## src/rtl/execute_stage_md.sv

```systemverilog
// EX stage: operand select, ALU, branch/jump resolution, plus an iterative
// RV32M unit (shift-add multiply, restoring divide, one bit per cycle).
module execute_stage_md #(
    parameter int unsigned XLEN      = 32,
    parameter int unsigned REGADDR_W = 5,
    parameter bit          MULDIV_EN = 1'b1
) (
    input  logic                 clk_i,
    input  logic                 reset_i,
    input  logic                 valid_i,
    input  logic                 flush_i,
    input  logic [XLEN-1:0]      pc_i,
    input  logic [31:0]          instruction_i,
    input  logic [XLEN-1:0]      read_data1_i,
    input  logic [XLEN-1:0]      read_data2_i,
    input  logic [XLEN-1:0]      offset_i,
    input  logic [REGADDR_W-1:0] rs2_i,
    input  logic [REGADDR_W-1:0] rd_i,
    input  logic [4:0]           aluop_i,
    input  logic                 alusrc1_i,
    input  logic                 alusrc2_i,
    input  logic                 reg_dest_i,
    input  logic                 branch_i,
    input  logic                 jump_i,
    output logic                 stall_o,
    output logic                 valid_o,
    output logic [XLEN-1:0]      alu_result_o,
    output logic [XLEN-1:0]      read_data2_o,
    output logic [REGADDR_W-1:0] write_addr_reg_o,
    output logic [XLEN-1:0]      pc_new_o,
    output logic                 pc_select_o
);
    localparam int unsigned SHW      = $clog2(XLEN);
    localparam logic [6:0]  OPC_JALR = 7'b1100111;

    typedef enum logic [1:0] {IDLE, BUSY, DONE} state_t;
    state_t state_q, state_d;

    logic [XLEN-1:0]      op1, op2, alu_res, link_addr, target;
    logic [SHW-1:0]       shamt;
    logic                 accept, is_md, taken, redirect, last_step;
    logic [XLEN-1:0]      alu_result_q, read_data2_q, pc_new_q;
    logic [REGADDR_W-1:0] write_addr_q;
    logic                 valid_q, pc_select_q;

    logic [XLEN-1:0]      hi_q, lo_q, mcand_q, dividend_q;
    logic [2:0]           md_op_q;
    logic                 neg_q, negr_q, div0_q;
    logic [SHW-1:0]       cnt_q;

    logic [2:0]           md_op;
    logic                 a_sgn, b_sgn, a_neg, b_neg;
    logic [XLEN-1:0]      a_mag, b_mag, hi_n, lo_n, md_result;
    logic [XLEN:0]        mul_sum, div_sh, div_diff;
    logic                 div_ok;
    logic [2*XLEN-1:0]    prod;
    logic                 unused_bits;

    assign unused_bits = ^{instruction_i[31:15], instruction_i[11:7]};

    assign op1       = alusrc1_i ? pc_i : read_data1_i;
    assign op2       = alusrc2_i ? offset_i : read_data2_i;
    assign shamt     = op2[SHW-1:0];
    assign stall_o   = (state_q == BUSY);
    assign accept    = valid_i & ~stall_o & ~flush_i;
    assign is_md     = MULDIV_EN & (aluop_i[4:3] == 2'b10);
    assign last_step = (cnt_q == SHW'(XLEN - 1));

    always_comb begin
        alu_res = '0;
        case (aluop_i)
            5'd0:    alu_res = op1 + op2;
            5'd1:    alu_res = op1 - op2;
            5'd2:    alu_res = op1 << shamt;
            5'd3:    alu_res = {{(XLEN-1){1'b0}}, $signed(op1) < $signed(op2)};
            5'd4:    alu_res = {{(XLEN-1){1'b0}}, op1 < op2};
            5'd5:    alu_res = op1 ^ op2;
            5'd6:    alu_res = op1 >> shamt;
            5'd7:    alu_res = $signed(op1) >>> shamt;
            5'd8:    alu_res = op1 | op2;
            5'd9:    alu_res = op1 & op2;
            5'd10:   alu_res = op2;
            default: alu_res = '0;
        endcase
    end

    always_comb begin
        taken = 1'b0;
        case (instruction_i[14:12])
            3'b000:  taken = (read_data1_i == read_data2_i);
            3'b001:  taken = (read_data1_i != read_data2_i);
            3'b100:  taken = ($signed(read_data1_i) < $signed(read_data2_i));
            3'b101:  taken = ($signed(read_data1_i) >= $signed(read_data2_i));
            3'b110:  taken = (read_data1_i < read_data2_i);
            3'b111:  taken = (read_data1_i >= read_data2_i);
            default: taken = 1'b0;
        endcase
    end

    assign redirect  = jump_i | (branch_i & taken);
    assign link_addr = pc_i + XLEN'(4);
    assign target    = (jump_i && instruction_i[6:0] == OPC_JALR)
                     ? ((read_data1_i + offset_i) & {{(XLEN-1){1'b1}}, 1'b0})
                     : (pc_i + offset_i);

    // Both units work on magnitudes; the sign is restored on the final step.
    assign md_op = aluop_i[2:0];
    assign a_sgn = (md_op == 3'd1) | (md_op == 3'd2) | (md_op == 3'd4) | (md_op == 3'd6);
    assign b_sgn = (md_op == 3'd1) | (md_op == 3'd4) | (md_op == 3'd6);
    assign a_neg = a_sgn & op1[XLEN-1];
    assign b_neg = b_sgn & op2[XLEN-1];
    assign a_mag = a_neg ? -op1 : op1;
    assign b_mag = b_neg ? -op2 : op2;

    assign mul_sum  = {1'b0, hi_q} + (lo_q[0] ? {1'b0, mcand_q} : '0);
    assign div_sh   = {hi_q, lo_q[XLEN-1]};
    assign div_diff = div_sh - {1'b0, mcand_q};
    assign div_ok   = ~div_diff[XLEN];
    assign hi_n     = md_op_q[2] ? (div_ok ? div_diff[XLEN-1:0] : div_sh[XLEN-1:0])
                                 : mul_sum[XLEN:1];
    assign lo_n     = md_op_q[2] ? {lo_q[XLEN-2:0], div_ok}
                                 : {mul_sum[0], lo_q[XLEN-1:1]};
    assign prod     = neg_q ? -{hi_n, lo_n} : {hi_n, lo_n};

    always_comb begin
        md_result = '0;
        if (md_op_q[2]) begin
            if (div0_q)
                md_result = md_op_q[1] ? dividend_q : '1;
            else if (md_op_q[1])
                md_result = negr_q ? -hi_n : hi_n;
            else
                md_result = neg_q ? -lo_n : lo_n;
        end else if (md_op_q[1:0] == 2'b00) begin
            md_result = prod[XLEN-1:0];
        end else begin
            md_result = prod[2*XLEN-1:XLEN];
        end
    end

    always_comb begin
        state_d = state_q;
        case (state_q)
            IDLE, DONE: state_d = (accept && is_md) ? BUSY : IDLE;
            BUSY: begin
                if (flush_i)
                    state_d = IDLE;
                else if (last_step)
                    state_d = DONE;
            end
            default: state_d = IDLE;
        endcase
    end

    always_ff @(posedge clk_i) begin
        if (reset_i)
            state_q <= IDLE;
        else
            state_q <= state_d;
    end

    always_ff @(posedge clk_i) begin
        if (reset_i) begin
            alu_result_q <= '0;
            read_data2_q <= '0;
            pc_new_q     <= '0;
            write_addr_q <= '0;
            valid_q      <= 1'b0;
            pc_select_q  <= 1'b0;
            hi_q         <= '0;
            lo_q         <= '0;
            mcand_q      <= '0;
            dividend_q   <= '0;
            md_op_q      <= '0;
            neg_q        <= 1'b0;
            negr_q       <= 1'b0;
            div0_q       <= 1'b0;
            cnt_q        <= '0;
        end else begin
            valid_q     <= 1'b0;
            pc_select_q <= 1'b0;
            if (state_q == BUSY && !flush_i) begin
                hi_q  <= hi_n;
                lo_q  <= lo_n;
                cnt_q <= cnt_q + SHW'(1);
                if (last_step) begin
                    alu_result_q <= md_result;
                    valid_q      <= 1'b1;
                end
            end
            if (accept) begin
                read_data2_q <= read_data2_i;
                write_addr_q <= reg_dest_i ? rs2_i : rd_i;
                if (is_md) begin
                    md_op_q    <= md_op;
                    hi_q       <= '0;
                    lo_q       <= md_op[2] ? a_mag : b_mag;
                    mcand_q    <= md_op[2] ? b_mag : a_mag;
                    dividend_q <= op1;
                    neg_q      <= a_neg ^ b_neg;
                    negr_q     <= a_neg;
                    div0_q     <= (op2 == '0);
                    cnt_q      <= '0;
                end else begin
                    alu_result_q <= jump_i ? link_addr : alu_res;
                    pc_new_q     <= target;
                    pc_select_q  <= redirect;
                    valid_q      <= 1'b1;
                end
            end
        end
    end

    assign valid_o          = valid_q;
    assign alu_result_o     = alu_result_q;
    assign read_data2_o     = read_data2_q;
    assign write_addr_reg_o = write_addr_q;
    assign pc_new_o         = pc_new_q;
    assign pc_select_o      = pc_select_q;
endmodule

```

## config.mk

```make
export PLATFORM = sky130hd
export DESIGN_NAME = execute_stage_md
export DESIGN_NICKNAME = d
export VERILOG_FILES = /design/src/rtl/execute_stage_md.sv
export SDC_FILE = /design/constraint.sdc
export NUM_CORES = 2
export LEC_CHECK = 0
export BUFFER_PORTS_ARGS = -buffer_cell sky130_fd_sc_hd__buf_2
export CAP_MARGIN = 20
export CORE_AREA = 3 3 236 238
export DETAILED_ROUTE_END_ITERATION = 10
export DIE_AREA = 0 0 239 241
export PLACE_DENSITY = 0.85
export REMOVE_ABC_BUFFERS = 1
export SLEW_MARGIN = 30
export SYNTH_ARGS = -nofsm -noshare
export SYNTH_HDL_FRONTEND = slang
export SYNTH_SLANG_ARGS = --single-unit
```

## constraint.sdc

```tcl
create_clock -name clk_i -period 18.2 [get_ports clk_i]
set_input_delay 2.73 -clock clk_i [delete_from_list [all_inputs] [get_ports clk_i]]
set_output_delay 2.73 -clock clk_i [all_outputs]
set_load 0.005 [all_outputs]
```

==> flow_summary.json <==
{
  "setup_viol": 0,
  "synth_edf_count": 0,
  "crit_type": "in -> reg",
  "grt_max_degree": 90,
  "viasPerCell": 6.896,
  "cp_slowest_stage_delay_ns": 0.83,
  "cp.arrival_ns": 8.88,
  "slowest_stage": "a221oi_1",
  "final_common_cell": "nand2_1",
  "clk_pin_slew_ns": 0.07,
  "drcViolationCount": 0,
  "rows": 85,
  "crit_chain": "buf_2, buf_4, mux2i_4, inv_2, buf_4, ha_1, inv_1, fa_1, nor2b_1, o21ai_0, a21oi_1, o211ai_1, a31oi_1, a21oi_1, a2111oi_0, a211o_1, a21oi_1, o211ai_1, a21oi_1, o22ai_1, a221oi_1, or3_1, o22ai_1",
  "finalWeightedCongestion": 1.101,
  "rr_endpoint": "alu_result_o[22]",
  "drt_iter0_drc": 4523,
  "fin_crit_ns": 8.438,
  "max_freq_mhz": 118.5,
  "crit_start": "alusrc2_i",
  "final_cell_area_um2": 34920,
  "ctsResizeCount": 0,
  "die_h_um": 241,
  "relSlewSlack_pct": 27.53,
  "die_area_um2": 57600,
  "cts_inserted_buffers": 30,
  "cts_tree": "yes",
  "core_um2": 53810,
  "cts.sinks": 244,
  "placement.cell_area_um2": 33810,
  "synth.avg_cell_area_um2": 6.863,
  "drive_above_1_share_pct": 10.83,
  "grt_pass1_vias": 34730,
  "cpMostUsedCell": "a21oi_1",
  "yosys_warnings": 0,
  "place_ws_ns": 9.447,
  "power_density_nw_per_um2": 61.97,
  "async_reset_ff_share_pct": 0,
  "ant_nets": 0,
  "cts_setup_buffers": 0,
  "fill_cells": 4927,
  "root_buffer": "clkbuf_16",
  "grt_first_pass_wirelength_um": 204200,
  "hp-start": "pc_new_o[1]",
  "synth-main-ff-cell": "dfxtp_1",
  "fin_crit_sh_pct": 46.36,
  "clk-insertion-delay-late_ns": 0.61,
  "worst_ep_required_time_ns": 18.65,
  "ir_worst_vdd_mv": 0.07534,
  "clockBufferDepth": 3,
  "antenna_found_initial": 6,
  "area_growth_pct": 8.922,
  "nets": 5195,
  "cts_hold_buf": 0,
  "final_cell_mix": "524 x nand2_1, 519 x nor2_1, 411 x a21oi_1, 309 x o21ai_0, 263 x buf_2",
  "finClkSkew_ns": 0.01948,
  "hold_viol": 0,
  "reg2reg_from": "lo_q[31]",
  "dr.pass1.iters": 8,
  "synthCells": 4671,
  "wire_per_inst_um": 25.17,
  "post-dp-hpwl_um": 104500,
  "rsz0062_at_grt": "no",
  "setup_ws_ns": 9.762,
  "io_buffers": 265,
  "drt-total-wl_um": 137600,
  "finalSetupTns_ns": 0,
  "grt_overflow": 0,
  "worstMarginPinSlew_ns": 1.057,
  "hold_class": "reg -> reg",
  "maxSlewViolCount": 0,
  "ff2ff_path_depth": 23,
  "start_util_pct": 59.57,
  "route.vias.total": 37690,
  "yosysUniqueCellTypes": 97,
  "synth.cell_area_um2": 32060,
  "ctsHtreeMaxLevel": 1,
  "leakagePower_nw": 14.65,
  "reg2reg_slack_ns": 10.33,
  "ios": 288,
  "ys_seq_area_share_pct": 15.24,
  "cp-end-kind": "register",
  "cp-start-kind": "input port",
  "endpoint": "alu_result_o[26]",
  "grtUsageTotal_pct": 45.42,
  "status": "finished, final reports clean",
  "max_cap_viol_count": 0,
  "critical_path_peak_fanout": 55,
  "synth-seq-cells": 244,
  "die_x_um": 239
}
cell type report:
type,count,area (um^2),share of cell area (%)
Antenna cell,4,10.01,0.02867
Sequential cell,244,4890,14.00
Inverter,210,788.3,2.257
Timing Repair Buffer,357,2023,5.794
Clock inverter,12,168.9,0.4837
Tap cell,696,870.8,2.494
Multi-Input combinational cell,3901,25270,72.37
Clock buffer,42,897.1,2.569
cells by family after synthesis:
kind of cell	share of synthesized area (%)
buf+inv	6.295
simple gates	22.36
compound gates	33.27
flops	15.24
mux	4.793
fa+ha+maj	10.56
xor+xnor	7.486
sequential cells by signal, summed over array words and instances (netlist names), 2 cells and up:
register and cells:
hi_q 32, lo_q 32, mcand_q 32, read_data2_o 32
md_op_q 3, write_addr_reg_o 5, dividend_q 32, alu_result_o 32
cnt_q 5, pc_new_o 32, state_q 2
worst min-delay path by stage:
stage	endpoint	slack [ns]	depth (start not counted)
floorplan	mcand_q[0]	0.44	2
global placement	pc_new_o[0]	0.44	2
detailed placement	pc_new_o[1]	0.44	2
CTS	pc_new_o[1]	0.45	2
global route	read_data2_o[11]	0.47	2
finish	pc_new_o[1]	0.45	2
power breakdown:
part	switching, mW	leakage (nW)	internal, mW
combinational	0.614	12.1	0.316
sequential	0.0182	1.99	0.556
clock	0.263	0.524	0.397
total	0.895	14.7	1.27
through the flow:
step	instances	hold WS (ns)	util [%]	power, mW
after CTS	5461	0.4499	64.81	2.122
after floorplan	4355	0.4379	-	1.162
final	5466	0.4497	64.89	2.164
after global routing	5464	0.4725	64.88	2.245
after global placement	5407	0.4352	62.82	1.456
after detailed placement	5407	0.4413	62.83	1.466
metal layers:
| layer | track usage [%] | wire length, um | vias to the layer above |
|---|---|---|---|
| met5 | 0 | 12 | - |
| met1 | 56.63 | 51540 | 17410 |
| met3 | 10.24 | 16720 | 521 |
| met2 | 71.91 | 59540 | 2534 |
| li1 | - | - | 17230 |
| met4 | 27.21 | 9777 | 2 |
worst max-delay path: cells and delay by family:
kind	cells	cell delay (ns)
buffers and inverters	5	1.23
adders and majority gates	2	0.69
AOI/OAI and AO/OA	13	3.66
and+or+nand+nor	2	0.36
muxes	1	0.16
Yosys cell counts (all sizes together), types with 80 or more instances:
library cell | count | area share (%)
nor3 | 130 | 2.0
nor2 | 526 | 6.2
a211oi | 189 | 4.4
dfxtp | 244 | 15
inv | 210 | 2.5
a21oi | 412 | 6.4
nand2 | 526 | 6.2
o21ai | 314 | 4.9
ha | 261 | 10
xnor2 | 193 | 5.3
a21o | 80 | 1.9
mux2i | 140 | 4.4
nand3 | 81 | 1.3
xor2 | 81 | 2.2
clkbuf | 269 | 3.2
(Power assumes the default switching activity.)
